--- config.mk ---
export PLATFORM = sky130hd
export DESIGN_NAME = gray_counter
export DESIGN_NICKNAME = d
export VERILOG_FILES = /design/src/rtl/gray_counter.sv
export SDC_FILE = /design/constraint.sdc
export NUM_CORES = 1
export LEC_CHECK = 0
export ABC_AREA = 0
export BUFFER_PORTS_ARGS = -buffer_cell sky130_fd_sc_hd__buf_2
export CORE_AREA = 3 3 40 42
export CTS_CLUSTER_SIZE = 30
export DETAILED_ROUTE_END_ITERATION = 8
export DIE_AREA = 0 0 43 45
export SYNTH_ARGS = -nofsm -noshare
export SYNTH_HDL_FRONTEND = slang
export SYNTH_SLANG_ARGS = --single-unit
--- constraint.sdc ---
create_clock -name Clk -period 1.2 [get_ports Clk]
set_input_delay 0.18 -clock Clk [delete_from_list [all_inputs] [get_ports Clk]]
set_output_delay 0.18 -clock Clk [all_outputs]
set_load 0.01 [all_outputs]
--- src/rtl/gray_counter.sv ---
// Gray-code up-counter with a sticky wrap flag; Output is the Gray encoding of a binary register.
// Define GRAY_BIN_OUT_EN to also expose the internal binary count on port Binary.
module gray_counter #(
    parameter int unsigned WIDTH = 3
) (
    input  logic             Clk,
    input  logic             Reset,
    input  logic             En,
    output logic [WIDTH-1:0] Output,
`ifdef GRAY_BIN_OUT_EN
    output logic [WIDTH-1:0] Binary,
`endif
    output logic             Overflow
);

    if (WIDTH < 2) begin : g_width_check
        $error("gray_counter: WIDTH must be at least 2");
    end

    // Initial values give a defined count before the first Reset.
    logic [WIDTH-1:0] bin_q = '0;
    logic [WIDTH-1:0] bin_d;
    logic             ovf_q = 1'b0;
    logic             ovf_d;

    always_comb begin
        bin_d = bin_q;
        ovf_d = ovf_q;
        if (Reset) begin
            bin_d = '0;
            ovf_d = 1'b0;
        end else if (En) begin
            bin_d = bin_q + WIDTH'(1);
            if (&bin_q) begin
                ovf_d = 1'b1;
            end
        end
    end

    always_ff @(posedge Clk) begin
        bin_q <= bin_d;
        ovf_q <= ovf_d;
    end

    assign Output   = bin_q ^ (bin_q >> 1);
    assign Overflow = ovf_q;

`ifdef GRAY_BIN_OUT_EN
    assign Binary = bin_q;
`endif

endmodule

==> reports/metrics.csv <==
stage;metric;value;unit
status;outcome;finished, final reports clean;
synth;synth-seq-cells;4;
floorplanning;die_h;45;microns
run;drv_cap;0;
critical_path;crit_chain;ha_4, buf_2;
drt;remaining_drc_errors;0;
critical_path;crit_arrival;0.96;ns
power;power.density;1390;nW/um^2
sta;finalMaxSlewViolations;0;
clock_tree;cts_resized;0;
synth;syn_area;171;sq um
synth;synthAdderAreaFrac;14.6;%
drt;wirelength;386;microns
synth;synthMuxAreaShare;5.84;%
finish;nets;31;
clock_tree;cts_tree;yes;
finish;post-route-util;20.5;%
sta;period_share;95.4;%
synth;netlist_instances;16;
power;irDropWorstVdd;0.441;mV
clock_tree;root_buffer;clkbuf_4;
floorplanning;ios;7;
sta;worst_slew_pin_slew;0.120;ns
drt;vias;146;
clock_tree;clock_path_buffers;2;
min_path;hold_class;in2reg;
critical_path;crit_fanout;3;
clock_tree;cts_made_buffers;3;
clock_tree;cts_setup_buffers;0;
global_route;grt_overflow_total;0;
sta;clock.fmax;874;MHz
floorplanning;num_rows;13;
finish;area_growth;54.0;%
synth;synth-simple-area-share;10.9;%
synth;synth_top_family_by_area;adder cells;
critical_path;critPathKind;reg2out;
sta;period_needed;1.14;ns
critical_path;end_kind;output port;
floorplanning;fp.coreArea;1280;sq um
critical_path;critPathLaunchType;register;
synth;synthXorXnorAreaFrac;5.11;%
floorplanning;start_util;13.3;%
global_route;grt_max_degree;6;
sta;finalHoldViolCount;0;
sta;rsz0062_at_grt;no;
synth;syn_nets;21;
critical_path;slowest_stage;dfxtp_2;
synth;ys_seq_area_share;46.7;%
clock_tree;holdBufCountCts;0;
sta;finalSetupViolations;0;
finish;antennaDiodeCount;0;
synth;synth.distinct_cells;10;
global_route;antenna_found_initial;0;
synth;syn_area_per_cell;10.7;sq um
placed_design;port-buffer-count;6;
sta;finalSetupTns;0;ns
clock_tree;htree_levels;1;
drt;firstDrtPassIters;1;
drt;wl_per_cell;9.90;microns
critical_path;critical_path.max_stage_delay;0.38;ns
global_route;grt_pass1_vias;147;
floorplanning;die_w;43;microns
floorplanning;fp.dieArea;1940;sq um
power;leakagePower;0.000113;uW
drt;postRouteAntennaNets;0;
clock_tree;clkSlewWorstSetupHoldPaths;0.04;ns
synth;synth_compound_area_share;12.4;%
clock_tree;insertion_delay;0.23;ns
finish;drive_gt1_share;62.5;%
drt;drt-initial-drc-count;0;
global_route;grtUsageTotal;5.17;%
synth;yosys_warnings;0;
sta;fin_skew;0.000696;ns
finish;fillers;141;
placed_design;globalplace.congestion;0.639;
clock_tree;clock-sinks;4;
global_route;grt_pass1_wl;621;microns
drt;via_per_inst;3.74;
sta;maxSlewHeadroom;91.8;%
critical_path;required;1.02;ns
-- cells in the final DEF, fill, tap and decap left out, drive strengths merged --
| cell | netlist | final |
|---|---|---|
| a21oi | 1 | 1 |
| mux2i | 1 | 1 |
| buf | 1 | 6 |
| a21bo | 1 | 1 |
| dfxtp | 4 | 4 |
| xnor2 | 1 | 1 |
| nor2 | 3 | 3 |
| clkbuf | 0 | 3 |
| nand3b | 1 | 1 |
| a31oi | 1 | 1 |
| ha | 2 | 2 |
-- cell type report --
type	count	area [sq um]	share of cell area, %
multi-input cells	11	109	41.2
clock buffers	3	22.5	8.53
repair buffers	6	30.0	11.4
well taps	15	18.8	7.11
flip-flops and latches	4	83.8	31.8
-- stage by stage --
stage | setup WS (ns) | instance area, sq um | instances | hold slack, ns | power (uW)
CTS | 0.00608 | 235 | 39 | 0.149 | 365
global placement | 0.264 | 213 | 36 | 0.394 | 192
finish | 0.0554 | 264 | 39 | 0.150 | 367
detailed placement | 0.261 | 213 | 36 | 0.400 | 193
global route | 0.0181 | 264 | 39 | 0.136 | 402
floorplan | 0.258 | 171 | 16 | 0.249 | 176
-- layer usage --
layer	track usage (%)	part of all wire, %	wire length, microns	vias to the layer above
met1	5.31	50	192	66
met5	0	0	0	-
met4	5.42	0	0	0
li1	-	-	-	72
met3	5.18	11	43	0
met2	5.39	39	151	8
-- cells in the mapped netlist --
cell type	instances	area (sq um)
a31oi_1	1	6.26
a21bo_2	1	10.0
nor2_1	3	11.3
a21oi_1	1	5.00
nand3b_1	1	7.51
xnor2_1	1	8.76
dfxtp_1	4	80.1
mux2i_1	1	10.0
ha_1	2	25.0
buf_4	1	7.51
-- final timing paths --
| kind | depth (start not counted) | start | slack [ns] | to |
|---|---|---|---|---|
| worst max-delay path | 2 | bin_q[1] | 0.06 | Output[0] |
| worst min-delay path | 2 | Reset | 0.15 | bin_q[2] |
| worst max register to register | 3 | bin_q[1] | 0.31 | bin_q[1] |
| worst min register to register | 2 | Overflow | 0.47 | Overflow |
-- worst max-delay path, delay by kind of cell (launching register included) --
| family | cells | cell delay, ns |
|---|---|---|
| adders and majority gates | 1 | 0.22 |
| buffers and inverters | 1 | 0.13 |
| DFF | 1 | 0.38 |
-- logic make-up after synthesis --
kind of cell	Yosys count
AND/OR/NAND/NOR	4
buffers and inverters	1
adder cells (fa/ha/maj)	2
AO/OA/AOI/OAI	3
multiplexers	1
XOR/XNOR	1
flip-flops	4
-- sequential cells by signal (all words and copies together) (netlist names) --
register  cells
Overflow      1
bin_q         3
-- where the power goes --
group / internal (uW) / switching (uW) / total (uW)
Sequential: 143 / 11.0 / 154
Combinational: 25.7 / 22.7 / 48.5
Clock: 112 / 52.9 / 165
(Power assumes the default switching activity.)
